File: config.mk
export PLATFORM = sky130hd
export DESIGN_NAME = reg_bus_master
export DESIGN_NICKNAME = d
export VERILOG_FILES = /design/src/rtl/reg_bus_master.sv
export SDC_FILE = /design/constraint.sdc
export NUM_CORES = 1
export LEC_CHECK = 0
export BUFFER_PORTS_ARGS = -buffer_cell sky130_fd_sc_hd__buf_4
export CORE_MARGIN = 1.5
export CORE_UTILIZATION = 61
export CTS_CLUSTER_SIZE = 10
export DETAILED_ROUTE_END_ITERATION = 7
export PLACE_DENSITY = 0.87
export REMOVE_ABC_BUFFERS = 1
export SYNTH_ARGS = -nofsm -noshare
export SYNTH_HDL_FRONTEND = slang
export SYNTH_SLANG_ARGS = --single-unit
File: constraint.sdc
create_clock -name clk_usb -period 3.6 [get_ports clk_usb]
set_input_delay 0.18 -clock clk_usb [delete_from_list [all_inputs] [get_ports clk_usb]]
set_output_delay 0.18 -clock clk_usb [all_outputs]
set_load 0.01 [all_outputs]
File: src/rtl/reg_bus_master.sv
// Register-bus initiator: turns a byte-stream command channel into register
// read/write strobes and streams read bytes back on a response channel.
module reg_bus_master #(
  parameter int pBYTECNT_SIZE = 7,
  parameter int pREAD_LATENCY = 1
) (
  input  logic                     clk_usb,
  input  logic                     reset_n,
  input  logic [7:0]               cmd_data,
  input  logic                     cmd_valid,
  output logic                     cmd_ready,
  output logic [7:0]               rsp_data,
  output logic                     rsp_valid,
  input  logic                     rsp_ready,
  output logic [7:0]               reg_address,
  output logic [pBYTECNT_SIZE-1:0] reg_bytecnt,
  output logic [7:0]               reg_datai,
  input  logic [7:0]               reg_datao,
  output logic                     reg_read,
  output logic                     reg_write,
  output logic                     busy,
  output logic                     txn_done,
  output logic                     cmd_error
);

  typedef enum logic [3:0] {
    CMD, ADDR, LEN_LO, LEN_HI, WR_DATA, RD_ISSUE, RD_WAIT, RD_HOLD, DONE
  } state_t;

  localparam logic [1:0] WAIT_LAST = 2'(pREAD_LATENCY - 1);

  state_t      state;
  logic        is_read;
  logic [7:0]  len_lo;
  logic [15:0] remaining;
  logic [15:0] counter;
  logic [1:0]  wait_cnt;
  logic        accept;

  assign accept = cmd_valid && cmd_ready;

  always_ff @(posedge clk_usb or negedge reset_n) begin
    if (!reset_n) begin
      state       <= CMD;
      cmd_ready   <= 1'b0;
      rsp_data    <= '0;
      rsp_valid   <= 1'b0;
      reg_address <= '0;
      reg_bytecnt <= '0;
      reg_datai   <= '0;
      reg_read    <= 1'b0;
      reg_write   <= 1'b0;
      busy        <= 1'b0;
      txn_done    <= 1'b0;
      cmd_error   <= 1'b0;
      is_read     <= 1'b0;
      len_lo      <= '0;
      remaining   <= '0;
      counter     <= '0;
      wait_cnt    <= '0;
    end else begin
      reg_write <= 1'b0;
      reg_read  <= 1'b0;
      txn_done  <= 1'b0;
      cmd_error <= 1'b0;
      case (state)
        CMD: begin
          cmd_ready <= 1'b1;
          if (accept) begin
            if (cmd_data[6:0] != 7'd0) begin
              cmd_error <= 1'b1;
            end else begin
              is_read <= cmd_data[7];
              busy    <= 1'b1;
              state   <= ADDR;
            end
          end
        end
        ADDR: begin
          if (accept) begin
            reg_address <= cmd_data;
            state       <= LEN_LO;
          end
        end
        LEN_LO: begin
          if (accept) begin
            len_lo    <= cmd_data;
            counter   <= '0;
            remaining <= '0;
            state     <= LEN_HI;
          end
        end
        LEN_HI: begin
          if (accept) begin
            counter   <= '0;
            remaining <= {cmd_data, len_lo};
            if ({cmd_data, len_lo} == 16'd0) begin
              cmd_ready <= 1'b0;
              txn_done  <= 1'b1;
              busy      <= 1'b0;
              state     <= DONE;
            end else if (is_read) begin
              cmd_ready   <= 1'b0;
              reg_read    <= 1'b1;
              reg_bytecnt <= '0;
              state       <= RD_ISSUE;
            end else begin
              state <= WR_DATA;
            end
          end
        end
        WR_DATA: begin
          // cmd_ready drops with the last byte so DONE lands after its strobe
          if (accept) begin
            reg_write   <= 1'b1;
            reg_datai   <= cmd_data;
            reg_bytecnt <= pBYTECNT_SIZE'(counter);
            counter     <= counter + 16'd1;
            remaining   <= remaining - 16'd1;
            if (remaining == 16'd1) begin
              cmd_ready <= 1'b0;
            end
          end else if (!cmd_ready) begin
            txn_done <= 1'b1;
            busy     <= 1'b0;
            state    <= DONE;
          end
        end
        RD_ISSUE: begin
          wait_cnt <= '0;
          state    <= RD_WAIT;
        end
        RD_WAIT: begin
          if (wait_cnt == WAIT_LAST) begin
            rsp_data  <= reg_datao;
            rsp_valid <= 1'b1;
            state     <= RD_HOLD;
          end else begin
            wait_cnt <= wait_cnt + 2'd1;
          end
        end
        RD_HOLD: begin
          if (rsp_ready) begin
            rsp_valid <= 1'b0;
            counter   <= counter + 16'd1;
            remaining <= remaining - 16'd1;
            if (remaining != 16'd1) begin
              reg_read    <= 1'b1;
              reg_bytecnt <= pBYTECNT_SIZE'(counter + 16'd1);
              state       <= RD_ISSUE;
            end else begin
              txn_done <= 1'b1;
              busy     <= 1'b0;
              state    <= DONE;
            end
          end
        end
        DONE: begin
          cmd_ready <= 1'b1;
          state     <= CMD;
        end
        default: begin
          cmd_ready <= 1'b0;
          state     <= CMD;
        end
      endcase
    end
  end

endmodule

# [Word level (Yosys, flattened, before mapping)]
# Cells that the tools add are included.
[classes] reduce_logical=27 bitwise=2 n_addsub=3 n_eq_ne=29 mux=66
[op_table] cell="$mux 16" n=6
[op_table] cell="$pmux 16 s4" n=1
[op_table] cell="$pmux 16 s3" n=1
[op_table] cell="$mux 4" n=11
[op_table] cell="$mux 7" n=6
[op_table] cell="$ne 2x2->1 const B" n=17
[op_table] cell="$mux 1" n=32
[op_table] cell="$pmux 4 s8" n=1
[op_table] cell="$pmux 7 s3" n=1
[op_table] cell="$reduce_and 9->1" n=2
[op_table] cell="$add 16x1->16 const B" n=1
[op_table] cell="$eq 16x1->1 const B" n=1
[op_table] cell="$eq 4x3->1 const B" n=4
[op_table] cell="$logic_not 16->1" n=1
[op_table] cell="$ne 16x1->1 const B" n=1
[op_table] cell="$sub 16x1->16 const B" n=1
[op_table] cell="$reduce_and 2->1" n=5
[op_table] cell="$reduce_and 5->1" n=2
[op_table] cell="$eq 4x2->1 const B" n=2
[op_table] cell="$pmux 1 s4" n=2
[op_table] cell="$reduce_bool 4->1" n=2
[op_table] cell="$reduce_and 7->1" n=1
[op_table] cell="$reduce_bool 7->1" n=1
[op_table] cell="$reduce_and 3->1" n=2
[op_table] cell="other kinds (18)" n=23
[word_totals] reg_bits=85 elab_cells=144 inputBits=20 output_inout_bits=38

# [Longest topological paths before layout]
# Gate-level depths: netlist of the first run.
[logic_depth] ltp_word=4 depth_mapped=8 depth_no_buf=7

# [Worst setup path before layout of the first run]
# Ideal clock, no wire load.
[synth_timing] kind="reg-to-reg" start="register remaining[10]" end="register reg_bytecnt[0]" setup_time_ns=0.125 synth_period_minus_slack_ns=2.313 path_buffers=1 required_ns=3.475 path_stages_with_launch=7 arrival_time_ns=2.188 slack_ns=1.287 path_cell_list="dfrtp_1 > or4_1 > or4_1 > buf_2 > o21ai_2 > nand3b_4 > mux2_4"
[synth_between] elab_chain_cells=3
[synth_rtl] element="from (decl)" line_no="35" source="logic [15:0] remaining;"
[synth_rtl] element="from (signal assigned)" line_no="96" source="remaining <= {cmd_data, len_lo};"
[synth_rtl] element="from (signal assigned)" line_no="119" source="remaining <= remaining - 16'd1;"
[synth_rtl] element="from (signal assigned)" line_no="146" source="remaining <= remaining - 16'd1;"
[synth_rtl] element="$ne 16x1->1" line_no="147" source="if (remaining != 16'd1) begin"
[synth_rtl] element="$ne 2x2->1 (no source line)"
[synth_rtl] element="$reduce_and 7->1 (no source line)"
[synth_rtl] element="to (signal assigned)" line_no="117" source="reg_bytecnt <= pBYTECNT_SIZE'(counter);"
[synth_rtl] element="to (signal assigned)" line_no="149" source="reg_bytecnt <= pBYTECNT_SIZE'(counter + 16'd1);"
[synth_rtl] element="to (decl)" line_no="16" source="output logic [pBYTECNT_SIZE-1:0] reg_bytecnt,"
# Every way passes these cells.
# A chain may end at the register's enable or synchronous reset.

# [Final worst setup path of the first run]
[layout_timing] start="register state[0]" end="register counter[2]"
[layout_between] elab_chain_cells=4 word_cells_on_any_way=11 cone_classes="7 x eq/ne; 1 x mux; 3 x reduce/logical"
[layout_rtl] element="from (decl)" line_no="32" source="state_t state;"
[layout_rtl] element="from (signal assigned)" line_no="44" source="state <= CMD;"
[layout_rtl] element="from (signal assigned)" line_no="75" source="state <= ADDR;"
[layout_rtl] element="from (signal assigned)" line_no="82" source="state <= LEN_LO;"
[layout_rtl] element="$eq 4x2->1" line_no="66" source="case (state)"
[layout_rtl] element="$reduce_or 2->1 (no source line)"
[layout_rtl] element="$ne 2x1->1 (no source line) / $reduce_bool 3->1 (equally long branches)"
[layout_rtl] element="$reduce_and 4->1 (no source line)"
[layout_rtl] element="to (signal assigned)" line_no="118" source="counter <= counter + 16'd1;"
[layout_rtl] element="to (signal assigned)" line_no="145" source="counter <= counter + 16'd1;"
[layout_rtl] element="to (decl)" line_no="36" source="logic [15:0] counter;"
# Parallel ways exist; a longest one is shown, timed or not.

==> insert_results.sql, run 1 <==
INSERT INTO impl_metrics (metric_group, metric, value, unit) VALUES
('detailed_routing', 'routed-via-count', '3256', ''),
('yosys', 'yosys_warnings', '0', ''),
('detailed_routing', 'route.final.wire_length', '9.16', 'mm'),
('die', 'design.portCount', '58', ''),
('die', 'design.die.area', '6880', 'um^2'),
('sta', 'fin_crit_sh', '0.720', ''),
('yosys', 'synth_top_flop_cell', 'sky130_fd_sc_hd__dfrtp_1', ''),
('global_routing', 'grt_first_pass_wirelength', '15.0', 'mm'),
('cts', 'post_cts_resize_count', '0', ''),
('cts', 'cts_root_cell', 'sky130_fd_sc_hd__clkbuf_8', ''),
('worst_setup_path', 'critPathRequiredTime', '3.84', 'ns'),
('detailed_routing', 'wl_per_cell', '18.1', 'um'),
('sta', 'report.final.slew_viol_count', '0', ''),
('yosys', 'dominant_combinational_cell_family_by_area_after_synthesis', 'compound AO/OA/AOI/OAI gates', ''),
('detailed_routing', 'antenna_left', '0', ''),
('layout', 'mostFrequentLayoutCell', 'sky130_fd_sc_hd__dfrtp_1', ''),
('cts', 'tritoncts', 'yes', ''),
('sta', 'maxSlewHeadroom', '0.310', ''),
('yosys', 'synth.distinct_cells', '54', ''),
('placed_design', 'post-dp-hpwl', '6.32', 'mm'),
('placed_design', 'gp_routability_congestion', '0.984', ''),
('yosys', 'synthesized_instance_count', '372', ''),
('cts', 'hold_buffers', '1', ''),
('sta', 'grt_setup_unrepaired', 'no', ''),
('worst_hold_path', 'hold_path_class', 'input port to register', ''),
('sta', 'final_min_period', '2.59', 'ns'),
('power', 'power_density', '838', 'nW/um^2'),
('sta', 'timing_hold_violations_final', '0', ''),
('power', 'worst_ir_drop_vdd', '0.570', 'mV'),
('global_routing', 'grt_start_max_net_pins', '77', ''),
('yosys', 'parity_gate_share_of_the_synthesized_area_counting_xor_and_xnor_cells', '0.00449', ''),
('sta', 'finalSetupViolations', '0', ''),
('run_status', 'run_status', 'finished clean', ''),
('layout', 'finish.net_count', '450', ''),
('cts', 'clk-insertion-delay-late', '0.36', 'ns'),
('sta', 'fin_skew', '0.00673', 'ns'),
('detailed_routing', 'detail_route.iter0.violations', '422', ''),
('global_routing', 'initial_antenna_violation_count', '0', ''),
('yosys', 'synth.cell_area', '3900', 'um^2'),
('cts', 'numCtsBuffers', '9', ''),
('job', 'max_cap_viol_count', '0', ''),
('die', 'chipHeight', '82.9', 'um'),
('yosys', 'synthMuxAreaShare', '0.129', ''),
('global_routing', 'grt_pass1_vias', '3000', ''),
('layout', 'antenna_cells_inserted', '0', ''),
('yosys', 'synth_seq_area_share', '0.488', ''),
('cts', 'number_of_sinks_driven_by_the_clock_tree', '76', ''),
('yosys', 'ys_ff_latch', '76', ''),
('cts', 'cts-htree-levels', '3', ''),
('layout', 'final_layout_size_suffix_gt1_frac', '0.290', ''),
('worst_setup_path', 'critical_path.cell_chain', 'nor2_1 -> nand3_1 -> a21o_1 -> nand2b_1 -> o21ai_0', ''),
('layout', 'final_util', '0.747', ''),
('worst_setup_path', 'startpoint_type', 'register', ''),
('yosys', 'synth_fa_ha_area_frac', '0.0128', ''),
('die', 'start_util', '0.643', ''),
('layout', 'nFillCells', '418', ''),
('yosys', 'synth_compound_gate_area_share', '0.177', ''),
('yosys', 'syn_avg_cell_area', '10.5', 'um^2'),
('yosys', 'async_reset_ff_frac', '1.00', ''),
('worst_setup_path', 'cp_slowest_stage_delay', '0.82', 'ns'),
('power', 'p_leak', '2.05', 'nW'),
('die', 'placementRows', '28', ''),
('worst_setup_path', 'critical_path.endpoint_type', 'register', ''),
('die', 'placeableCoreArea', '6060', 'um^2'),
('sta', 'worst-slew-pin-transition', '1.03', 'ns'),
('global_routing', 'global_route.overflow_total', '0', ''),
('layout', 'layout.cells.most_common_list', 'sky130_fd_sc_hd__dfrtp_1 (76), sky130_fd_sc_hd__buf_4 (59), sky130_fd_sc_hd__o21ai_0 (55), sky130_fd_sc_hd__mux2_2 (34), sky130_fd_sc_hd__nor2_1 (25)', ''),
('layout', 'layout-area-overhead-vs-synth', '16.2', '%'),
('sta', 'achievable-frequency', '386', 'MHz'),
('worst_setup_path', 'cp_max_stage_cell', 'sky130_fd_sc_hd__a21o_1', ''),
('worst_setup_path', 'worstPathArrival', '2.83', 'ns');
layout make-up:
cell class / count / area, um^2 / area share
clock inverter: 7 / 58.8 / 0.0130
clock buffer: 9 / 124 / 0.0274
multi-input combinational: 269 / 1860 / 0.411
inverter: 10 / 37.5 / 0.00829
tap: 75 / 93.8 / 0.0207
sequential: 76 / 1900 / 0.420
timing repair buffer: 60 / 453 / 0.100
logic make-up (layout without fill, tap and decap cells):
family	count (synthesis)	count (layout)
xor+xnor	2	2
flops	76	76
buf+inv	27	86
compound gates	113	113
fa+ha+maj	4	4
simple gates	107	107
mux	43	43
critical path, delay by kind of cell (launching register included):
family / cells / cell delay [ns]
simple gates: 3 / 0.75
flops: 1 / 0.76
compound gates: 2 / 0.94
report_power, final:
part,switching [mW],internal [mW],total (mW)
combinational,0.950,0.773,1.72
sequential,0.308,1.16,1.46
clock,0.349,0.259,0.608
total,1.61,2.19,3.79
through the flow:
step                      area, um^2  instances  hold WS, ns
final                           4530        506       0.0533
after global routing            4530        506       0.0422
after CTS                       4530        506       0.0393
after detailed placement        4340        489        0.374
after global placement          4340        489        0.369
after floorplan                 3800        355       -0.116
Yosys cell counts (2+ instances only):
| cell | count | area [um^2] |
|---|---|---|
| sky130_fd_sc_hd__nor2b_1 | 3 | 18.8 |
| sky130_fd_sc_hd__clkbuf_1 | 11 | 41.3 |
| sky130_fd_sc_hd__o21ai_0 | 55 | 275 |
| sky130_fd_sc_hd__nand3_1 | 13 | 65.1 |
| sky130_fd_sc_hd__and3_1 | 6 | 37.5 |
| sky130_fd_sc_hd__a22oi_1 | 7 | 52.6 |
| sky130_fd_sc_hd__ha_1 | 4 | 50.1 |
| sky130_fd_sc_hd__nor3_1 | 8 | 40.0 |
| sky130_fd_sc_hd__mux2_4 | 6 | 90.1 |
| sky130_fd_sc_hd__and2_1 | 2 | 12.5 |
| sky130_fd_sc_hd__mux2i_1 | 3 | 30.0 |
| sky130_fd_sc_hd__a22o_1 | 2 | 17.5 |
| sky130_fd_sc_hd__a21o_1 | 3 | 22.5 |
| sky130_fd_sc_hd__nand2_1 | 18 | 67.6 |
| sky130_fd_sc_hd__buf_6 | 4 | 45.0 |
| sky130_fd_sc_hd__or3_1 | 2 | 12.5 |
| sky130_fd_sc_hd__a31oi_1 | 2 | 12.5 |
| sky130_fd_sc_hd__inv_1 | 10 | 37.5 |
| sky130_fd_sc_hd__o31ai_1 | 7 | 52.6 |
| sky130_fd_sc_hd__a21oi_1 | 17 | 85.1 |
| sky130_fd_sc_hd__nor4_2 | 2 | 25.0 |
| sky130_fd_sc_hd__mux2_2 | 34 | 383 |
| sky130_fd_sc_hd__a32oi_1 | 10 | 87.6 |
| sky130_fd_sc_hd__dfrtp_1 | 76 | 1900 |
| sky130_fd_sc_hd__nand4_1 | 2 | 12.5 |
| sky130_fd_sc_hd__and3b_1 | 2 | 17.5 |
| sky130_fd_sc_hd__nand2b_1 | 2 | 12.5 |
| sky130_fd_sc_hd__or4_1 | 5 | 37.5 |
| sky130_fd_sc_hd__nor2_1 | 25 | 93.8 |
| sky130_fd_sc_hd__nand4b_1 | 3 | 26.3 |
| sky130_fd_sc_hd__nor4_1 | 4 | 25.0 |
| sky130_fd_sc_hd__o2bb2ai_1 | 2 | 17.5 |
registers in the layout, indices dropped and copies added (netlist names), 2 cells and up:
signal / count
remaining: 16
len_lo: 8
reg_address: 8
reg_datai: 8
rsp_data: 8
counter: 7
reg_bytecnt: 7
state: 4
wait_cnt: 2
per-layer routing:
layer / GRT usage / wire [um]
met1: 0.372 / 3820
met2: 0.433 / 4450
met3: 0.0378 / 644
met4: 0.112 / 245
met5: 0 / 0
worst paths after layout:
path	startpoint	end	slack, ns	cells after the start
max	state[0]	counter[2]	1.01	5
min	reg_datao[7]	rsp_data[7]	0.05	2
max reg2reg	state[0]	counter[2]	1.01	5
min reg2reg	rsp_valid	rsp_valid	0.49	1
max in group asynchronous	reset_n	rsp_data[6]	2.49	2
min in group asynchronous	reset_n	rsp_data[4]	0.48	2
(Power assumes the default switching activity.)
==> inputs of run 2 (changes only) <==
--- a/config.mk
+++ b/config.mk
@@ -7,10 +7,10 @@
 export LEC_CHECK = 0
 export BUFFER_PORTS_ARGS = -buffer_cell sky130_fd_sc_hd__buf_4
 export CORE_MARGIN = 1.5
-export CORE_UTILIZATION = 61
+export CORE_UTILIZATION = 57
 export CTS_CLUSTER_SIZE = 10
 export DETAILED_ROUTE_END_ITERATION = 7
-export PLACE_DENSITY = 0.87
+export PLACE_DENSITY = 0.82
 export REMOVE_ABC_BUFFERS = 1
 export SYNTH_ARGS = -nofsm -noshare
 export SYNTH_HDL_FRONTEND = slang
==> constraint.sdc (replaced) <==
create_clock -name clk_usb -period 2.5 [get_ports clk_usb]
set_input_delay 0.125 -clock clk_usb [delete_from_list [all_inputs] [get_ports clk_usb]]
set_output_delay 0.125 -clock clk_usb [all_outputs]
set_load 0.01 [all_outputs]
==> run 2 against run 1 <==
Against the previous run:
- count of clock-buffer cells in the layout did not move
- design area rose by 3.9%
- register-to-register slack got worse by 0.88 ns
- routed wire length rose by 5.0%
- clock skew rose by 0.010 ns
- clock power rose by 51%
- worst setup slack got worse by 0.88 ns
- via count rose by 1.2%
- global-route usage rose by 1.2 points
- critical path depth did not move
- critical endpoint is now reg_bytecnt[2]
==> insert_results.sql, run 2 (synthesis gave the netlist of run 1 again) <==
INSERT INTO impl_metrics (metric_group, metric, value, unit) VALUES
('run_status', 'run_status', 'finished clean', ''),
('cts', 'tritoncts', 'yes', ''),
('sta', 'worst-slew-pin-transition', '0.956', 'ns'),
('worst_setup_path', 'critical_path_peak_fanout', '7', ''),
('global_routing', 'grtUsageMet1', '0.363', ''),
('worst_hold_path', 'hold_path_class', 'input port to register', ''),
('cts', 'clk_transition_reported_paths', '0.10', 'ns'),
('cts', 'post-cts-setup-buffer-count', '0', ''),
('worst_setup_path', 'critPathRequiredTime', '2.75', 'ns'),
('sta', 'timing_hold_violations_final', '0', ''),
('detailed_routing', 'detail_route.iter0.violations', '227', ''),
('placed_design', 'total_placed_instance_area', '4430', 'um^2'),
('die', 'design.portCount', '58', ''),
('sta', 'grt_setup_unrepaired', 'no', ''),
('worst_setup_path', 'critical_path.endpoint_type', 'register', ''),
('sta', 'maxSlewHeadroom', '0.363', ''),
('global_routing', 'grt_first_pass_wirelength', '16.1', 'mm'),
('die', 'die-width', '85.7', 'um'),
('sta', 'report.final.slew_viol_count', '0', ''),
('placed_design', 'post-dp-hpwl', '6.48', 'mm'),
('sta', 'finalSetupViolations', '0', ''),
('global_routing', 'global_route.overflow_total', '0', ''),
('layout', 'final_layout_size_suffix_gt1_frac', '0.301', ''),
('sta', 'final_min_period', '2.38', 'ns'),
('layout', 'layout.cells.most_common_list', 'sky130_fd_sc_hd__dfrtp_1 (76), sky130_fd_sc_hd__buf_4 (68), sky130_fd_sc_hd__o21ai_0 (55), sky130_fd_sc_hd__mux2_2 (34), sky130_fd_sc_hd__nor2_1 (25)', ''),
('power', 'p_leak', '2.14', 'nW'),
('sta', 'post-route-worst-setup-slack', '0.124', 'ns'),
('layout', 'final_util', '0.724', ''),
('placed_design', 'gp_routability_congestion', '0.903', ''),
('detailed_routing', 'route.final.wire_length', '9.61', 'mm'),
('die', 'chipHeight', '85.7', 'um'),
('detailed_routing', 'routed-via-count', '3295', ''),
('cts', 'number_of_sinks_driven_by_the_clock_tree', '76', ''),
('die', 'start_util', '0.600', ''),
('layout', 'ff_latch_area', '1900', 'um^2'),
('power', 'post-layout-total-power', '5.66', 'mW'),
('global_routing', 'grt_start_max_net_pins', '77', ''),
('global_routing', 'grt.met2_usage', '0.462', ''),
('layout', 'mostFrequentLayoutCell', 'sky130_fd_sc_hd__dfrtp_1', ''),
('global_routing', 'met3_usage', '0.0568', ''),
('detailed_routing', 'drt-pass1-iter-count', '5', ''),
('global_routing', 'grt_pass1_vias', '3290', ''),
('placed_design', 'portBuffers', '57', ''),
('layout', 'layout-area-overhead-vs-synth', '20.7', '%'),
('sta', 'fin_crit_sh', '0.950', ''),
('die', 'placementRows', '29', ''),
('layout', 'multiInputGateArea', '1860', 'um^2'),
('cts', 'cts-root-to-sink-buffers', '2', ''),
('worst_setup_path', 'path_class', 'register to register', ''),
('detailed_routing', 'drt-vias-per-instance', '6.26', ''),
('worst_setup_path', 'startpoint_type', 'register', ''),
('sta', 'achievable-frequency', '421', 'MHz'),
('global_routing', 'globalRouteTotalUtil', '0.282', ''),
('detailed_routing', 'antenna_left', '0', ''),
('layout', 'nFillCells', '471', ''),
('layout', 'finish.net_count', '468', ''),
('worst_setup_path', 'worstPathArrival', '2.62', 'ns'),
('die', 'design.die.area', '7340', 'um^2'),
('die', 'placeableCoreArea', '6490', 'um^2'),
('detailed_routing', 'wl_per_cell', '18.3', 'um'),
('cts', 'cts-htree-levels', '3', ''),
('detailed_routing', 'drc', '0', ''),
('job', 'max_cap_viol_count', '0', ''),
('global_routing', 'initial_antenna_violation_count', '0', ''),
('placed_design', 'placed_cells_incl_taps', '501', ''),
('placed_design', 'place_ws', '0.140', 'ns'),
('layout', 'finish.instance_area', '4700', 'um^2'),
('cts', 'cts_root_cell', 'sky130_fd_sc_hd__clkbuf_8', ''),
('global_routing', 'grt_busiest_layer', 'met2', ''),
('layout', 'layout.cells.non_filler', '526', ''),
('power', 'power_density', '1200', 'nW/um^2'),
('sta', 'fin_skew', '0.0170', 'ns'),
('cts', 'clk-insertion-delay-late', '0.37', 'ns'),
('layout', 'antenna_cells_inserted', '0', ''),
('power', 'worst_ir_drop_vdd', '0.736', 'mV'),
('layout', 'largest_reg_flops', '16', ''),
('cts', 'numCtsBuffers', '9', ''),
('layout', 'top_register', 'remaining', '');
==> run 2: worst max-delay path, cell delays in order (launching register included) <==
cell	delay [ns]
sky130_fd_sc_hd__dfrtp_1	0.43
sky130_fd_sc_hd__or4_1	0.60
sky130_fd_sc_hd__or4_1	0.56
sky130_fd_sc_hd__o21ai_2	0.13
sky130_fd_sc_hd__nand3b_4	0.21
sky130_fd_sc_hd__mux2_4	0.32
==> run 2: final cells by class <==
cell class	count	share of cell area
Timing Repair Buffer	78	0.132
Clock inverter	7	0.0138
Inverter	10	0.00798
Clock buffer	9	0.0263
Tap cell	77	0.0205
Sequential cell	76	0.404
Multi-Input combinational cell	269	0.395
==> run 2: per-stage QoR <==
step	hold slack, ns	TNS (ns)
after detailed placement	0.331	0
after global placement	0.323	0
final	0.0434	0
after global routing	0.0342	0
after floorplan	-0.171	-1.04
after CTS	0.0375	0
==> run 2: final timing paths <==
check                        startpoint             end  slack, ns  cells after the start
max                        remaining[3]  reg_bytecnt[2]       0.12                      5
min                         cmd_data[4]    reg_datai[4]       0.04                      2
max reg2reg                remaining[3]  reg_bytecnt[2]       0.12                      5
min reg2reg                 wait_cnt[0]     wait_cnt[0]       0.49                      2
max in group asynchronous       reset_n     wait_cnt[0]       1.42                      2
min in group asynchronous       reset_n      counter[4]       0.43                      2
==> run 2: power by group <==
part / internal, mW / total, mW / switching (mW)
Sequential: 1.67 / 2.07 / 0.408
Clock: 0.387 / 0.920 / 0.533
Combinational: 1.22 / 2.67 / 1.44
==> run 2: routing by layer <==
layer / up-vias / wire length [um]
li1: 1539 / -
met1: 1588 / 3970
met2: 140 / 4810
met3: 28 / 554
met4: 0 / 271
met5: - / 0
==> run 2: timing repair <==
action | 4_1_cts | 5_1_grt
hold buffers | 9 | 0
hold endpoints to repair | 84 | 0
gates resized for setup | 0 | 0
